--- config.mk ---
export PLATFORM = sky130hd
export DESIGN_NAME = mem_port_arbiter_flat
export DESIGN_NICKNAME = d
export VERILOG_FILES = /design/src/rtl/mem_port_arbiter_if.sv /design/src/rtl/mem_port_arbiter.sv /design/src/flat_wrapper.sv
export SDC_FILE = /design/constraint.sdc
export NUM_CORES = 1
export LEC_CHECK = 0
export CORE_AREA = 2 2 108 110
export DETAILED_ROUTE_END_ITERATION = 7
export DIE_AREA = 0 0 110 112
export HOLD_SLACK_MARGIN = 0.12
export SLEW_MARGIN = 20
export SYNTH_ARGS = -nofsm -noshare
export SYNTH_HDL_FRONTEND = slang
export SYNTH_SLANG_ARGS = --single-unit
--- constraint.sdc ---
create_clock -name clk -period 2.85 [get_ports clk]
set_input_delay 0.57 -clock clk [delete_from_list [all_inputs] [get_ports clk]]
set_output_delay 0.57 -clock clk [all_outputs]
set_load 0.05 [all_outputs]
--- src/rtl/mem_port_arbiter_if.sv ---
// Bus bundle between the fetch/data requesters, the arbiter and the shared single-ported memory.
// The slave modport is the arbiter's view; the master modport is the requesters and memory side.
interface mem_port_arbiter_if;
  logic        if_req;
  logic [31:0] if_addr;
  logic        if_gnt;
  logic        if_rvalid;
  logic [31:0] if_rdata;

  logic        dm_req;
  logic        dm_we;
  logic [31:0] dm_addr;
  logic [31:0] dm_wdata;
  logic [3:0]  dm_be;
  logic        dm_gnt;
  logic        dm_rvalid;
  logic [31:0] dm_rdata;

  logic        mem_ce;
  logic        mem_we;
  logic [3:0]  mem_be;
  logic [31:0] mem_addr;
  logic [31:0] mem_wdata;
  logic        mem_ready;
  logic [31:0] mem_rdata;

  modport slave (
    input  if_req, if_addr, dm_req, dm_we, dm_addr, dm_wdata, dm_be, mem_ready, mem_rdata,
    output if_gnt, if_rvalid, if_rdata, dm_gnt, dm_rvalid, dm_rdata,
    output mem_ce, mem_we, mem_be, mem_addr, mem_wdata
  );

  modport master (
    output if_req, if_addr, dm_req, dm_we, dm_addr, dm_wdata, dm_be, mem_ready, mem_rdata,
    input  if_gnt, if_rvalid, if_rdata, dm_gnt, dm_rvalid, dm_rdata,
    input  mem_ce, mem_we, mem_be, mem_addr, mem_wdata
  );
endinterface

--- src/rtl/mem_port_arbiter.sv ---
// Shares one single-ported memory between instruction fetch and data access, data first.
// Define MEM_PORT_ARBITER_FAIRNESS_EN to add the fetch starvation guard (STARVE_LIMIT).
module mem_port_arbiter #(
  parameter int unsigned STARVE_LIMIT = 4
) (
  input  logic             clk,
  input  logic             rst_n,
  mem_port_arbiter_if.slave bus
);

  typedef enum logic [1:0] {
    IDLE  = 2'd0,
    RD_IF = 2'd1,
    RD_DM = 2'd2
  } rd_state_e;

  rd_state_e r_state;
  rd_state_e w_state_nxt;
  logic      w_issue;
  logic      w_if_win;
  logic      w_fetch_first;
  logic      w_if_gnt;
  logic      w_dm_gnt;
  logic      w_if_rvalid;
  logic      w_dm_rvalid;

  if ((STARVE_LIMIT < 1) || (STARVE_LIMIT > 15)) begin : g_bad_limit
    $error("mem_port_arbiter: STARVE_LIMIT must be 1..15");
  end

`ifdef MEM_PORT_ARBITER_FAIRNESS_EN
  localparam logic [3:0] LIMIT = 4'(STARVE_LIMIT);
  logic [3:0] r_starve_cnt;

  assign w_fetch_first = bus.if_req & (r_starve_cnt >= LIMIT);

  // Counts accesses lost by a waiting fetch; any fetch grant clears it.
  always_ff @(posedge clk or negedge rst_n) begin
    if (!rst_n) begin
      r_starve_cnt <= 4'd0;
    end else if (w_if_gnt) begin
      r_starve_cnt <= 4'd0;
    end else if (w_dm_gnt && bus.if_req && (r_starve_cnt != 4'hF)) begin
      r_starve_cnt <= r_starve_cnt + 4'd1;
    end else begin
      r_starve_cnt <= r_starve_cnt;
    end
  end
`else
  assign w_fetch_first = 1'b0;
`endif

  // Reset gates the grant path so no access leaks out while rst_n is low.
  assign w_issue  = rst_n & bus.mem_ready & (bus.if_req | bus.dm_req);
  assign w_if_win = bus.if_req & (~bus.dm_req | w_fetch_first);
  assign w_if_gnt = w_issue & w_if_win;
  assign w_dm_gnt = w_issue & ~w_if_win;

  assign bus.if_gnt = w_if_gnt;
  assign bus.dm_gnt = w_dm_gnt;
  assign bus.mem_ce = w_issue;

  // Memory access controls follow the granted requester.
  always_comb begin
    bus.mem_we    = 1'b0;
    bus.mem_be    = 4'h0;
    bus.mem_addr  = 32'h0;
    bus.mem_wdata = 32'h0;
    if (w_if_gnt) begin
      bus.mem_we   = 1'b0;
      bus.mem_be   = 4'hF;
      bus.mem_addr = bus.if_addr;
    end else if (w_dm_gnt) begin
      bus.mem_we    = bus.dm_we;
      bus.mem_be    = bus.dm_be;
      bus.mem_addr  = bus.dm_addr;
      bus.mem_wdata = bus.dm_wdata;
    end else begin
      bus.mem_we    = 1'b0;
    end
  end

  // Read-owner tag register.
  always_ff @(posedge clk or negedge rst_n) begin
    if (!rst_n) begin
      r_state <= IDLE;
    end else begin
      r_state <= w_state_nxt;
    end
  end

  // Next owner comes from this cycle's grant; rvalid decodes the owner of last cycle's read.
  always_comb begin
    w_state_nxt = IDLE;
    w_if_rvalid = 1'b0;
    w_dm_rvalid = 1'b0;
    if (w_if_gnt) begin
      w_state_nxt = RD_IF;
    end else if (w_dm_gnt && !bus.dm_we) begin
      w_state_nxt = RD_DM;
    end else begin
      w_state_nxt = IDLE;
    end
    case (r_state)
      RD_IF:   w_if_rvalid = 1'b1;
      RD_DM:   w_dm_rvalid = 1'b1;
      default: begin
        w_if_rvalid = 1'b0;
        w_dm_rvalid = 1'b0;
      end
    endcase
  end

  assign bus.if_rvalid = w_if_rvalid;
  assign bus.dm_rvalid = w_dm_rvalid;
  assign bus.if_rdata  = w_if_rvalid ? bus.mem_rdata : 32'h0;
  assign bus.dm_rdata  = w_dm_rvalid ? bus.mem_rdata : 32'h0;

endmodule

--- src/flat_wrapper.sv ---
// flat-port wrapper written by rule: the top's interface ports become plain ports
module mem_port_arbiter_flat 
#(
  parameter int unsigned STARVE_LIMIT = 4
)
  (clk, rst_n, bus_if_req, bus_if_addr, bus_dm_req, bus_dm_we, bus_dm_addr, bus_dm_wdata, bus_dm_be, bus_mem_ready, bus_mem_rdata, bus_if_gnt, bus_if_rvalid, bus_if_rdata, bus_dm_gnt, bus_dm_rvalid, bus_dm_rdata, bus_mem_ce, bus_mem_we, bus_mem_be, bus_mem_addr, bus_mem_wdata);
  mem_port_arbiter_if bus_i ();
  input  logic clk;
  input  logic rst_n;
  input wire logic [$bits(bus_i.if_req)-1:0] bus_if_req;
  input wire logic [$bits(bus_i.if_addr)-1:0] bus_if_addr;
  input wire logic [$bits(bus_i.dm_req)-1:0] bus_dm_req;
  input wire logic [$bits(bus_i.dm_we)-1:0] bus_dm_we;
  input wire logic [$bits(bus_i.dm_addr)-1:0] bus_dm_addr;
  input wire logic [$bits(bus_i.dm_wdata)-1:0] bus_dm_wdata;
  input wire logic [$bits(bus_i.dm_be)-1:0] bus_dm_be;
  input wire logic [$bits(bus_i.mem_ready)-1:0] bus_mem_ready;
  input wire logic [$bits(bus_i.mem_rdata)-1:0] bus_mem_rdata;
  output wire logic [$bits(bus_i.if_gnt)-1:0] bus_if_gnt;
  output wire logic [$bits(bus_i.if_rvalid)-1:0] bus_if_rvalid;
  output wire logic [$bits(bus_i.if_rdata)-1:0] bus_if_rdata;
  output wire logic [$bits(bus_i.dm_gnt)-1:0] bus_dm_gnt;
  output wire logic [$bits(bus_i.dm_rvalid)-1:0] bus_dm_rvalid;
  output wire logic [$bits(bus_i.dm_rdata)-1:0] bus_dm_rdata;
  output wire logic [$bits(bus_i.mem_ce)-1:0] bus_mem_ce;
  output wire logic [$bits(bus_i.mem_we)-1:0] bus_mem_we;
  output wire logic [$bits(bus_i.mem_be)-1:0] bus_mem_be;
  output wire logic [$bits(bus_i.mem_addr)-1:0] bus_mem_addr;
  output wire logic [$bits(bus_i.mem_wdata)-1:0] bus_mem_wdata;
  assign bus_i.if_req = bus_if_req;
  assign bus_i.if_addr = bus_if_addr;
  assign bus_i.dm_req = bus_dm_req;
  assign bus_i.dm_we = bus_dm_we;
  assign bus_i.dm_addr = bus_dm_addr;
  assign bus_i.dm_wdata = bus_dm_wdata;
  assign bus_i.dm_be = bus_dm_be;
  assign bus_i.mem_ready = bus_mem_ready;
  assign bus_i.mem_rdata = bus_mem_rdata;
  assign bus_if_gnt = bus_i.if_gnt;
  assign bus_if_rvalid = bus_i.if_rvalid;
  assign bus_if_rdata = bus_i.if_rdata;
  assign bus_dm_gnt = bus_i.dm_gnt;
  assign bus_dm_rvalid = bus_i.dm_rvalid;
  assign bus_dm_rdata = bus_i.dm_rdata;
  assign bus_mem_ce = bus_i.mem_ce;
  assign bus_mem_we = bus_i.mem_we;
  assign bus_mem_be = bus_i.mem_be;
  assign bus_mem_addr = bus_i.mem_addr;
  assign bus_mem_wdata = bus_i.mem_wdata;
  mem_port_arbiter #(.STARVE_LIMIT(STARVE_LIMIT)) u_core (.clk(clk), .rst_n(rst_n), .bus(bus_i));
endmodule
**After elaboration in Yosys (flattened, before gate mapping)**

Cells that the tools add are included.

- Word-level logic and storage cells: 27
- Flip-flop bits (word level): 2
- Input port bits: 138

- Mux-type cells: 14
- Reduce and logical (&&, ||, !) cells: 2
- Eq/ne operators: 2
- Bitwise gates (word level): 8

Operators with widths:

| kind | number |
|---|---|
| 32-bit 2-to-1 mux | 6 |
| 4-bit 2-to-1 mux | 2 |
| 1-bit AND | 5 |
| 1-bit 2-to-1 mux | 4 |
| 2-bit 2-to-1 mux | 2 |
| 2-bit by 1-bit equality test with 1-bit output, second input constant | 1 |
| 2-bit equality test, second input constant | 1 |
| 1-bit NOT | 2 |
| 1-bit logical AND | 1 |
| 1-bit logical NOT | 1 |
| 1-bit bitwise OR | 1 |

**Depth between registers and ports, before layout**

- Depth after elaboration: 7
- Mapped depth: 5

**Worst setup path before layout**

No wires, ideal clock.

- Kind: input port to output port
- From: in bus_dm_req
- To: out bus_mem_addr[28]
- Arrival time: 1,770 ps
- Cell stages on the path: 4
- Buffers on the path: 2
- Path slack: 510 ps
- Cell sequence: buf_6 -> buf_2 -> nand3b_1 -> a21oi_1

- Cells in the longest elaborated chain, start to end: 6

Ends and longest elaborated chain:

| item | RTL line | RTL |
|---|---|---|
| from (decl) | flat_wrapper.sv:12 | `input wire logic [$bits(bus_i.dm_req)-1:0] bus_dm_req;` |
| 1-bit NOT | mem_port_arbiter.sv:55 | `assign w_if_win = bus.if_req & (~bus.dm_req \| w_fetch_first);` |
| 1-bit AND | mem_port_arbiter.sv:55 |  |
| 1-bit NOT | mem_port_arbiter.sv:57 | `assign w_dm_gnt = w_issue & ~w_if_win;` |
| 1-bit AND | mem_port_arbiter.sv:57 |  |
| 32-bit 2-to-1 mux | mem_port_arbiter.sv:73 | `end else if (w_dm_gnt) begin` |
| 32-bit 2-to-1 mux (*) | mem_port_arbiter.sv:69 | `if (w_if_gnt) begin` |
| to (decl) | flat_wrapper.sv:28 | `output wire logic [$bits(bus_i.mem_addr)-1:0] bus_mem_addr;` |

Mark *: on every way between the ends. The rest lies on a longest branch, timed or not.

**Worst setup path after layout**

- From: in bus_if_req
- To: out bus_mem_addr[9]

- Cells in the longest elaborated chain, start to end: 5

Ends and longest elaborated chain:

| item | RTL line | RTL |
|---|---|---|
| from (decl) | flat_wrapper.sv:10 | `input wire logic [$bits(bus_i.if_req)-1:0] bus_if_req;` |
| 1-bit bitwise OR or 1-bit AND (tied branches) | mem_port_arbiter.sv:54, mem_port_arbiter.sv:55 |  |
| 1-bit AND or 1-bit NOT (tied branches) | mem_port_arbiter.sv:54, mem_port_arbiter.sv:57 |  |
| 1-bit AND | mem_port_arbiter.sv:57 |  |
| 32-bit 2-to-1 mux | mem_port_arbiter.sv:73 |  |
| 32-bit 2-to-1 mux (*) | mem_port_arbiter.sv:69 |  |

Marked as above.

==> results <==
-- worst max-delay path: stages --
cell                              delay, ns
sky130_fd_sc_hd__clkdlybuf4s50_1       0.63
sky130_fd_sc_hd__buf_4                 0.27
sky130_fd_sc_hd__nand3b_1              0.10
sky130_fd_sc_hd__a21oi_1               0.27
sky130_fd_sc_hd__buf_12                0.18
-- stage by stage --
stage	setup WS, ns	area, µm²
6_report	0.259	4940
4_1_cts	0.232	4940
5_1_grt	0.178	4940
2_1_floorplan	0.510	1420
3_5_place_dp	0.229	4860
3_3_place_gp	0.265	4860
-- layout make-up --
type / count / area, µm²
repair buffers: 285 / 3420
flip-flops and latches: 2 / 50.0
multi-input cells: 210 / 1210
fillers: 1075 / 6240
well taps: 143 / 179
clock buffers: 3 / 75.1
-- metal layers --
layer  GRT usage (%)  share of wire (%)  up-vias
li1                -                  -     1283
met1            14.2                 35     1115
met3            3.28                 11        6
met5               0                  0        -
met2            26.4                 53      161
met4            3.80                1.1        0
-- cells in the mapped netlist --
cell	instances	area, µm²
sky130_fd_sc_hd__a21oi_1	36	180
sky130_fd_sc_hd__and2_1	97	607
sky130_fd_sc_hd__and2b_1	2	15.0
sky130_fd_sc_hd__and3_1	1	6.26
sky130_fd_sc_hd__buf_2	13	65.1
sky130_fd_sc_hd__buf_4	1	7.51
sky130_fd_sc_hd__buf_6	5	56.3
sky130_fd_sc_hd__clkbuf_1	7	26.3
sky130_fd_sc_hd__dfrtp_1	2	50.1
sky130_fd_sc_hd__nand2_1	37	139
sky130_fd_sc_hd__nand2b_1	1	6.26
sky130_fd_sc_hd__nand3b_1	32	240
sky130_fd_sc_hd__nor2_1	3	11.3
sky130_fd_sc_hd__nor2b_1	1	6.26
-- worst max-delay path by stage --
stage                           from               end  slack (ns)
after floorplan           bus_dm_req  bus_mem_addr[28]        0.51
after global placement    bus_if_req  bus_mem_addr[31]        0.27
after detailed placement  bus_if_req   bus_mem_addr[5]        0.23
after CTS                 bus_if_req   bus_mem_addr[5]        0.23
after global routing      bus_if_req   bus_mem_addr[5]        0.18
final                     bus_if_req   bus_mem_addr[9]        0.26
-- cell families (layout without fill, tap and decap cells) --
family                 Yosys count  count (layout)  synth area share [%]
AO/OA/AOI/OAI                   36              36                  12.7
buffers and inverters           26             288                  11.0
flip-flops                       2               2                  3.53
AND/OR/NAND/NOR                174             174                  72.8
-- cells in the final DEF (no fill, tap or decap), drive strengths merged --
master and n:
buf 147, clkdlybuf4s50 138, and2 97, nand2 37, a21oi 36, nand3b 32, nor2 3, clkbuf 3
and2b 2, dfrtp 2, nand2b 1, and3 1, nor2b 1
-- power by group --
part / switching, mW / internal, mW / total (mW)
registers: 0.000322 / 0.0294 / 0.0297
clock network: 0.0316 / 0.178 / 0.210
logic: 0.308 / 0.353 / 0.661
==> results by group <==
Run status
  – Result of the run: finished clean

Final layout
  – Number of nets in the layout: 640
  – Final instance count without filler cells: 643
  – Register with the most flip-flops: u_core.r_state
  – Number of flip-flops in the largest register: 2
  – Biggest regs: u_core.r_state: 2 flops
  – Synth-to-layout area growth: 248%
  – Total inserted antenna cells: 0
  – Utilization after layout: 44.2%
  – Ratio of cells with drive above 1 in the final layout: 30.0%

Clocking
  – CTS clk-pin slew, worst paths: 0.03 ns
  – Total clock sinks: 2
  – Num CTS Buffers: 3
  – Hold buffers post-CTS: 0
  – Level count of the clock H-tree: 1
  – TritonCTS clock tree: built
  – Root buffer cell: sky130_fd_sc_hd__clkbuf_16
  – Setup Buffers After CTS: 0
  – Count of cells resized by post-cts repair: 0
  – Clock tree buffer depth: 2

Place
  – Weighted congestion reported at the end of routability-driven placement: 0.833
  – Placed cells: 640
  – DP HPWL: 8110 µm
  – Port Buf Inserts: 275

Floorplanning
  – Die ar.: 0.0123 mm²
  – Die height: 112 µm
  – Ports: 276
  – Core Rows: 39
  – Core area: 0.0112 mm²
  – Initial core utilization: 12.7%
  – DIE WIDTH: 110 µm

Routing
  – Post-detailed-route via-to-cell ratio: 3.99
  – DRT Wirelength: 9180 µm
  – Wire per inst: 14.3 µm
  – Drt first-iter violations: 76
  – Routed Antenna Nets: 0
  – DR vias: 2565
  – First-pass DRT Iterations: 4
  – DRC: 0

Critical path
  – Required time reported for the critical path endpoint: 2.28 ns
  – Crit path arrival time: 2.02 ns
  – CP max FO: 15
  – Category of the critical setup timing path: in2out
  – Startpoint class of the critical path: input pin
  – Critical Path Sink Type: primary output

STA
  – Transition time of the tightest slew-check pin: 0.562 ns
  – Share of the cycle needed by the critical path after routing: 90.9%
  – Min Clock Period, post-route: 2.59 ns
  – Final setup violation count: 0
  – Final Max Tran Viols: 0
  – Worst slew margin relative to its limit: 62.4%
  – Maximum clock frequency: 386 MHz
  – Worst Hold Slack: 0.645 ns
  – Endpoints failing hold: 0
  – Setup TNS: 0 ns
  – Setup repair after global routing missed its margin: no

Synth
  – Cell area after synthesis: 0.00142 mm²
  – Unique masters post-synth: 14
  – Seq cells post-synth: 2
  – Sequential element share of the synthesized area: 3.53%
  – Number of warnings reported in the yosys synthesis log: 0
  – Post-Synthesis Net Count: 376
  – Per-instance average area after synthesis: 5.95 µm²
  – Synthesized instance count: 238

GRT
  – Maximum number of pins on one net before global-route repair: 36
  – Remaining global-route overflow: 0
  – Via count of the first global-routing pass: 2560
  – Number of antenna violations at the first check in global routing: 0
  – First-pass GRT wire length: 13200 µm
  – All-layer global routing usage: 13.7%

Power and ir drop
  – Final Power: 0.900 mW
  – Total power divided by cell area: 182 mW/mm²
  – Lkg Pwr: 2.10 nW
  – Peak supply drop: 149 µV

Job
  – Maxcap violations: 0

Worst hold path
  – Min-Delay Path Class: in2async
Note: power is estimated with default switching activity, not from simulation.
